## config.mk

```make
export PLATFORM = sky130hd
export DESIGN_NAME = max_pool
export DESIGN_NICKNAME = d
export VERILOG_FILES = /design/src/rtl/max_pool.sv
export SDC_FILE = /design/constraint.sdc
export NUM_CORES = 1
export LEC_CHECK = 0
export CAP_MARGIN = 5
export CORE_MARGIN = 5
export CORE_UTILIZATION = 35
export DETAILED_ROUTE_END_ITERATION = 8
export PLACE_DENSITY_LB_ADDON = 0.25
export SETUP_SLACK_MARGIN = 0.3
export SYNTH_ARGS = -nofsm -noshare
export SYNTH_HDL_FRONTEND = slang
export SYNTH_SLANG_ARGS = --single-unit
```

## constraint.sdc

```tcl
create_clock -name clock -period 4 [get_ports clock]
set_clock_uncertainty 0.1 [all_clocks]
set_input_delay 0.4 -clock clock [delete_from_list [all_inputs] [get_ports clock]]
set_output_delay 0.4 -clock clock [all_outputs]
set_load 0.005 [all_outputs]
```

## src/rtl/max_pool.sv

```systemverilog
// 2x2 signed max pooling over a streamed multi-channel CNN feature map.
// Optional MAX_POOL_RELU_CLAMP_EN clamps negative pooled channels to zero.
module max_pool #(
    parameter int WIDTH     = 4,
    parameter int HEIGHT    = 4,
    parameter int W_WIDTH   = 8,
    parameter int W_HEIGHT  = 8,
    parameter int INT_BITW  = 4,
    parameter int FRAC_BITW = 4,
    parameter int UNITS     = 1,
    localparam int FIXED_BITW = INT_BITW + FRAC_BITW,
    localparam int V_BITW     = $clog2(W_HEIGHT),
    localparam int H_BITW     = $clog2(W_WIDTH)
) (
    input  logic                          clock,
    input  logic                          rst,
    input  logic                          in_enable,
    input  logic [FIXED_BITW*UNITS-1:0]   in_pixels,
    input  logic [V_BITW-1:0]             in_vcnt,
    input  logic [H_BITW-1:0]             in_hcnt,
    output logic                          out_enable,
    output logic [FIXED_BITW*UNITS-1:0]   out_pixels,
    output logic [V_BITW-1:0]             out_vcnt,
    output logic [H_BITW-1:0]             out_hcnt
);

    localparam int PW     = FIXED_BITW * UNITS;
    localparam int DEPTH  = WIDTH / 2;
    localparam int A_BITW = (DEPTH > 1) ? $clog2(DEPTH) : 1;
    localparam logic [H_BITW:0] LP_W = (H_BITW+1)'(WIDTH);
    localparam logic [V_BITW:0] LP_H = (V_BITW+1)'(HEIGHT);

    function automatic logic [PW-1:0] f_max(
        input logic [PW-1:0] a,
        input logic [PW-1:0] b
    );
        logic [PW-1:0] r;
        r = '0;
        for (int p = 0; p < UNITS; p++) begin
            if ($signed(a[p*FIXED_BITW +: FIXED_BITW]) >
                $signed(b[p*FIXED_BITW +: FIXED_BITW]))
                r[p*FIXED_BITW +: FIXED_BITW] = a[p*FIXED_BITW +: FIXED_BITW];
            else
                r[p*FIXED_BITW +: FIXED_BITW] = b[p*FIXED_BITW +: FIXED_BITW];
        end
        return r;
    endfunction

    logic              w_valid;
    logic              w_even_row;
    logic              w_pair_done;
    logic [A_BITW-1:0] w_addr;
    logic [PW-1:0]     w_pmax;
    logic [PW-1:0]     w_fin;

    logic [PW-1:0]     r_hold;
    logic              r_pair_vld;
    logic              r_row_vld;
    logic              r_row_arm;
    logic [PW-1:0]     r_lbuf [DEPTH];

    logic              r_s1_vld;
    logic [PW-1:0]     r_s1_pmax;
    logic [PW-1:0]     r_s1_buf;
    logic [V_BITW-1:0] r_s1_vcnt;
    logic [H_BITW-1:0] r_s1_hcnt;

    logic              r_out_en;
    logic [PW-1:0]     r_out_pix;
    logic [V_BITW-1:0] r_out_vcnt;
    logic [H_BITW-1:0] r_out_hcnt;

    assign w_valid     = in_enable
                       & ({1'b0, in_hcnt} < LP_W)
                       & ({1'b0, in_vcnt} < LP_H);
    assign w_even_row  = ~in_vcnt[0];
    assign w_pair_done = w_valid & in_hcnt[0] & r_pair_vld;
    assign w_addr      = A_BITW'(in_hcnt >> 1);
    assign w_pmax      = f_max(r_hold, in_pixels);

    // Line buffer holds even-row pair maxima; never reset, gated by row-valid.
    always_ff @(posedge clock) begin
        if (!rst && w_pair_done && w_even_row)
            r_lbuf[w_addr] <= w_pmax;
    end

    // Row-valid is only re-armed once an even row starts after reset.
    always_ff @(posedge clock) begin
        if (rst) begin
            r_hold     <= '0;
            r_pair_vld <= 1'b0;
            r_row_vld  <= 1'b0;
            r_row_arm  <= 1'b0;
            r_s1_vld   <= 1'b0;
            r_s1_pmax  <= '0;
            r_s1_buf   <= '0;
            r_s1_vcnt  <= '0;
            r_s1_hcnt  <= '0;
        end else begin
            r_s1_vld <= 1'b0;
            if (w_valid) begin
                if (!in_hcnt[0]) begin
                    r_hold     <= in_pixels;
                    r_pair_vld <= 1'b1;
                end else if (r_pair_vld) begin
                    r_pair_vld <= 1'b0;
                    if (w_even_row) begin
                        if (r_row_arm)
                            r_row_vld <= 1'b1;
                    end else if (r_row_vld) begin
                        r_s1_vld  <= 1'b1;
                        r_s1_pmax <= w_pmax;
                        r_s1_buf  <= r_lbuf[w_addr];
                        r_s1_vcnt <= in_vcnt >> 1;
                        r_s1_hcnt <= in_hcnt >> 1;
                    end
                end
                if (w_even_row && in_hcnt == '0) begin
                    r_row_vld <= 1'b0;
                    r_row_arm <= 1'b1;
                end
            end
        end
    end

    always_comb begin
        w_fin = f_max(r_s1_buf, r_s1_pmax);
`ifdef MAX_POOL_RELU_CLAMP_EN
        for (int p = 0; p < UNITS; p++) begin
            if (w_fin[p*FIXED_BITW + FIXED_BITW - 1])
                w_fin[p*FIXED_BITW +: FIXED_BITW] = '0;
        end
`endif
    end

    always_ff @(posedge clock) begin
        if (rst) begin
            r_out_en   <= 1'b0;
            r_out_pix  <= '0;
            r_out_vcnt <= '0;
            r_out_hcnt <= '0;
        end else begin
            r_out_en <= r_s1_vld;
            if (r_s1_vld) begin
                r_out_pix  <= w_fin;
                r_out_vcnt <= r_s1_vcnt;
                r_out_hcnt <= r_s1_hcnt;
            end
        end
    end

    assign out_enable = r_out_en;
    assign out_pixels = r_out_pix;
    assign out_vcnt   = r_out_vcnt;
    assign out_hcnt   = r_out_hcnt;

endmodule

```

== Word-level counts from Yosys, hierarchy flattened ==
Memory sizes are Yosys's and may differ from the RTL's. A register that Yosys moved wholly into a read port is not among the register bits.
Index checks and enable logic that the tools add are counted.

* Order comparisons: 4
* Equal/unequal tests: 1
* Mux-type cells: 11
* Bitwise logic cells: 8
* Reduce and logical (&&, ||, !) cells: 13

{| class="wikitable"
|+ Operators by type and width
! kind !! count
|-
| greater-than comparator 8 bit || 2
|-
| two-way mux 8 bit || 2
|-
| AND reduction 5 bit || 2
|-
| two-way mux 1 bit || 9
|-
| less-than comparator 3 bit, second input constant || 2
|-
| nonzero test 2 bit || 3
|-
| OR reduction 5 bit || 1
|-
| AND 1 bit || 4
|-
| inverter 1 bit || 4
|-
| AND reduction 2 bit || 2
|-
| logical AND 1 bit || 3
|-
| logical NOT 3 bit || 1
|-
| inequality test 2 x 1 -> 1 bit, second input constant || 1
|-
| logical NOT 1 bit || 1
|}

* Register bits: 37
* RAM bits: 16
* Bits of input ports: 17
* Output and inout bits: 15
* Logic and storage cells: 50
* Memories: 1

{| class="wikitable"
|+ Memory list
! name !! words !! width !! rd ports !! clocked after Yosys merged registers in !! write ports !! RTL line !! source
|-
| r_lbuf || 2 || 8 || 1 || 1 || 1 || 60 || <nowiki>logic [PW-1:0] r_lbuf [DEPTH];</nowiki>
|}

== Depth between registers and ports, before layout ==
* Depth after elaboration: 9
* Mapped depth: 8
* Mapped depth without buffers: 7

== Worst setup path before layout ==
Ideal clock, no wire load.

* Kind: input-to-reg
* Start: input port in_hcnt[1]
* End: memory r_lbuf[1][0] (netlist name) (enable)
* Library setup time: 0.398 ns
* Data arrival time: 1.749 ns
* Setup slack: 1.753 ns
* Stages on the path: 2
* Cells stage by stage: buf_1 nor4b_1

* Cells in the longest elaborated chain, start to end: 9

{| class="wikitable"
|+ Ends and longest elaborated chain
! what !! RTL line !! source
|-
| start, declared || 20 || <nowiki>input logic [H_BITW-1:0] in_hcnt,</nowiki>
|-
| less-than comparator 3 bit || 74 || <nowiki>& ({1'b0, in_hcnt} < LP_W)</nowiki>
|-
| AND 1 bit || 74 ||
|-
| AND 1 bit || 75 || <nowiki>& ({1'b0, in_vcnt} < LP_H);</nowiki>
|-
| AND 1 bit (2 in a row) || 77 || <nowiki>assign w_pair_done = w_valid & in_hcnt[0] & r_pair_vld;</nowiki>
|-
| logical AND 1 bit (2 in a row) || 83 || <nowiki>if (!rst && w_pair_done && w_even_row)</nowiki>
|-
| two-way mux 1 bit || 83 ||
|-
| two-way mux 1 bit (implied by the code) || 84 || <nowiki>r_lbuf[w_addr] <= w_pmax;</nowiki>
|-
| end, declared || 60 ||
|}

Several ways; a longest one is shown, not always the timed one.

== Worst setup path after layout ==
* Start: input port in_pixels[3]
* End: memory r_lbuf[0][3] (netlist name) (data pin)

* Cells in the longest elaborated chain, start to end: 2

{| class="wikitable"
|+ Ends and longest elaborated chain
! what !! RTL line !! source
|-
| start, declared || 18 || <nowiki>input logic [FIXED_BITW*UNITS-1:0] in_pixels,</nowiki>
|-
| greater-than comparator 8 bit || 40 || <nowiki>if ($signed(a[p*FIXED_BITW +: FIXED_BITW]) ></nowiki>
|-
| two-way mux 8 bit * || 40 ||
|-
| named net w_pmax[3] || 53 || <nowiki>logic [PW-1:0] w_pmax;</nowiki>
|}

The timed path passes the listed nets; every way through them passes the cells marked *.

==> metrics.txt <==
status=completed; # diodes=0; layout cells sized above 1=about a tenth; CP required=a little under 4 ns; DRC viols=0; critical path's top delay family=simple AND/OR/NAND/NOR gates; compound-cell area share of the yosys netlist=18.7%; initial drt markers=51; clock share of power=40.2%; CTS tree=built; Hold Path Stages=2; RSZ-0062 raised after global routing=false; RR Startpoint=r_s1_pmax[6]$_SDFFE_PP0P_; CP startpoint kind=input port; drt via density=roughly 4.9; crit-path max FO=8; Synth Area in XOR/XNOR=0%; largest net degree at the start of global routing=48; crit path time final=roughly 2.3 ns; WL/cell=13.0 um; Max Cap Viol=0; commonest non-fill, non-tap cell in the layout=dfxtp_1; Syn Inst Count=~300; clock latency on the worst-skew pair=0.33 ns; postcts setup bufs=0; first drt pass iteration count=4; fin. max-slew vios=0; Adder-Cell Fraction of Synth Area=under 10%; WL final=about 5600 um; sequential power share=between 50 and 60%; Seq/Total Area, Yosys=48.3%; CP endpoint kind=register; synthesized flop and latch total=between 60 and 70; Starting Density=between 30% and 40%; Tcrit/Tclk final=57.2%; number of buffers created by CTS=9; global-route wire length before repair=between 9000 and 10,000 um; Internal=approximately 0.0009 W; hold path endpoint=r_s1_hcnt[0]$_SDFFE_PP0P_; number of synthesized flops with an enable pin=16; slowest library cell on the worst path=clkdlybuf4s50_1; Cell variety after synth=41; gr usage total=approximately an eighth; commonest non-fill, non-tap cells in the layout=45 x dfxtp_1, 31 x nor2_1, 31 x nand2_1; DPL Wire Length=slightly above 4000 um; gr ovfl total=0; setup violators final=0; relative slew slack=36.5%; Synth Flop Type=dfxtp_1; Syn. warnings=0; synthesized area per cell=between 9 and 10 um2; DIE WIDTH=approximately 100 um; hold crit path type=reg2reg; initial antenna violation count=0; largest family of logic cells by synthesized area=compound AO/OA/AOI/OAI gates; fin cells=between 400 and 500; maximum VDD drop=0.000151 V; die area=roughly 10,000 um2; P per Cell Area=about 350 nW/um2; Synth Area in Simple Gates=between 10% and 20%; Max Freq=between 400 and 500 MHz; fill count=slightly above 800; mux share of post-synthesis cell area=between 4 and 5%; Ports=32; H-tree levels=3; P_sw=approximately 0.00026 W; # rows=33; Antenna Nets Post-Route=0; Core Area=between 8000 and 9000 um2; Nets=357; CTS resizes=0; clock tree buffer depth=2; Hold Fails Final Rpt=0; critical-path cell list=clkdlybuf4s50_1 -> inv_1 -> ha_1 -> and4_1 -> nand2b_1 -> and3_1 -> o21ai_0 -> nand2_1; Final GP Congestion=~0.85; Worst-path clk slew=around 0.070 ns; DR vias=2,138; Comb pwr share=5.5%; Critical path buffers and inverters=2; worst slew pin tran=between 0.9 and 1 ns; Area Growth Syn to Fin=19.0%; Buffers on Ports=29; Net Sw Frac=a little over a fifth; Sink Count=a little over 60; crit path DAT=roughly 2.3 ns; FFs w/ async S/R, synth=0%; synthesized cell area=about 2900 um2; Die Y=100 um; CP Class=in2reg; leakage=1.19 nW; hold buffer count at cts=0; number of global-route vias before repair=2,083; Post-Place Cells=418; Worst Hold Launch=r_s1_hcnt[0]$_SDFFE_PP0P_; R2R Setup Slk=around 1.9 ns; CTS root buf=clkbuf_8; setup_tns=0 ns; Reg2Reg Depth=7; FF-to-FF End=out_pixels[6]$_SDFFE_PP0P_; CP peak stage delay=between 0.5 and 0.6 ns
[stage by stage]
step                cell area, um2  hold WS [ns]  utilization [%]  worst slack (ns)  total power, W
floorplan                     2860         0.336                -              1.75        0.000689
global placement              3230         0.346             39.9              1.43        0.000716
detailed placement            3230         0.349             39.9              1.38        0.000717
CTS                           3400         0.358             42.0              1.74         0.00119
global route                  3400         0.385             42.0              1.55         0.00123
finish                        3400         0.355             42.0              1.71         0.00118
[how the worst max path moves through the flow]
stage,start,end,slack (ns),cells past startpoint
3_5_place_dp,in_pixels[3],r_lbuf[1][3]$_DFFE_PP_,1.38,8
5_1_grt,in_pixels[3],r_s1_pmax[1]$_SDFFE_PP0P_,1.55,7
2_1_floorplan,in_hcnt[1],r_lbuf[1][0]$_DFFE_PP_,1.75,2
3_3_place_gp,in_pixels[3],r_lbuf[0][3]$_DFFE_PP_,1.43,8
4_1_cts,in_pixels[3],r_lbuf[1][3]$_DFFE_PP_,1.74,8
6_report,in_pixels[3],r_lbuf[0][3]$_DFFE_PP_,1.71,8
[flip-flops by register name, summed over array words and instances (netlist names), 2 cells and up]
signal      cells
out_pixels      8
r_s1_buf        8
r_s1_hcnt       2
r_hold          8
out_vcnt        2
r_lbuf         16
r_s1_pmax       8
out_hcnt        2
r_s1_vcnt       2
[Yosys cell counts, drive strengths merged (2+ instances only)]
library cell,instances,share of area (%)
a211oi,9,2.5
a21o,5,1.3
a21oi,16,2.8
a311oi,12,5.4
a31oi,4,0.88
buf,10,1.8
clkbuf,6,0.79
dfxtp,45,32
edfxtp,16,17
ha,16,7.0
inv,19,2.5
mux2i,12,4.2
nand2,31,4.1
nand2b,3,0.66
nand3,18,3.2
nand4,3,0.66
nor2,32,4.3
nor2b,3,0.66
nor3,2,0.35
nor3b,3,0.96
o211ai,2,0.53
o21ai,17,3.0
[metal layers]
layer,global-route usage [%],vias up,share of wire (%)
met5,0,-,0
met1,16.0,966,49
li1,-,1119,-
met3,4.03,9,5.3
met2,18.8,44,44
met4,3.52,0,1.2
[logic make-up after synthesis]
logic type,Yosys count
and+or+nand+nor,101
AOI/OAI and AO/OA,70
DFF,61
buffers and inverters,35
adders and majority gates,16
muxes,12
other,1
[cell type report]
type | instances | area [um2] | share of cell area (%)
timing repair buffer | 32 | 308 | 9.05
clock buffer | 14 | 163 | 4.78
multi-input combinational | 201 | 1340 | 39.3
clock inverter | 2 | 10.0 | 0.294
sequential | 61 | 1380 | 40.6
tap | 105 | 131 | 3.86
inverter | 19 | 71.3 | 2.10
[tightest hold or removal path: cells and delay by family (launching register included)]
kind | cells | cell delay (ns)
flip-flops | 1 | 0.31
AND/OR/NAND/NOR | 1 | 0.05
AO/OA/AOI/OAI | 1 | 0.05
[power groups by stage]
stage          combinational, W  clock (W)  sequential [W]
2_1_floorplan         0.0000387          0        0.000651
3_3_place_gp          0.0000648          0        0.000651
3_5_place_dp          0.0000652          0        0.000651
4_1_cts               0.0000656   0.000492        0.000638
5_1_grt               0.0000730   0.000519        0.000638
6_report              0.0000652   0.000473        0.000638
Power figures use the tool's default switching activity.
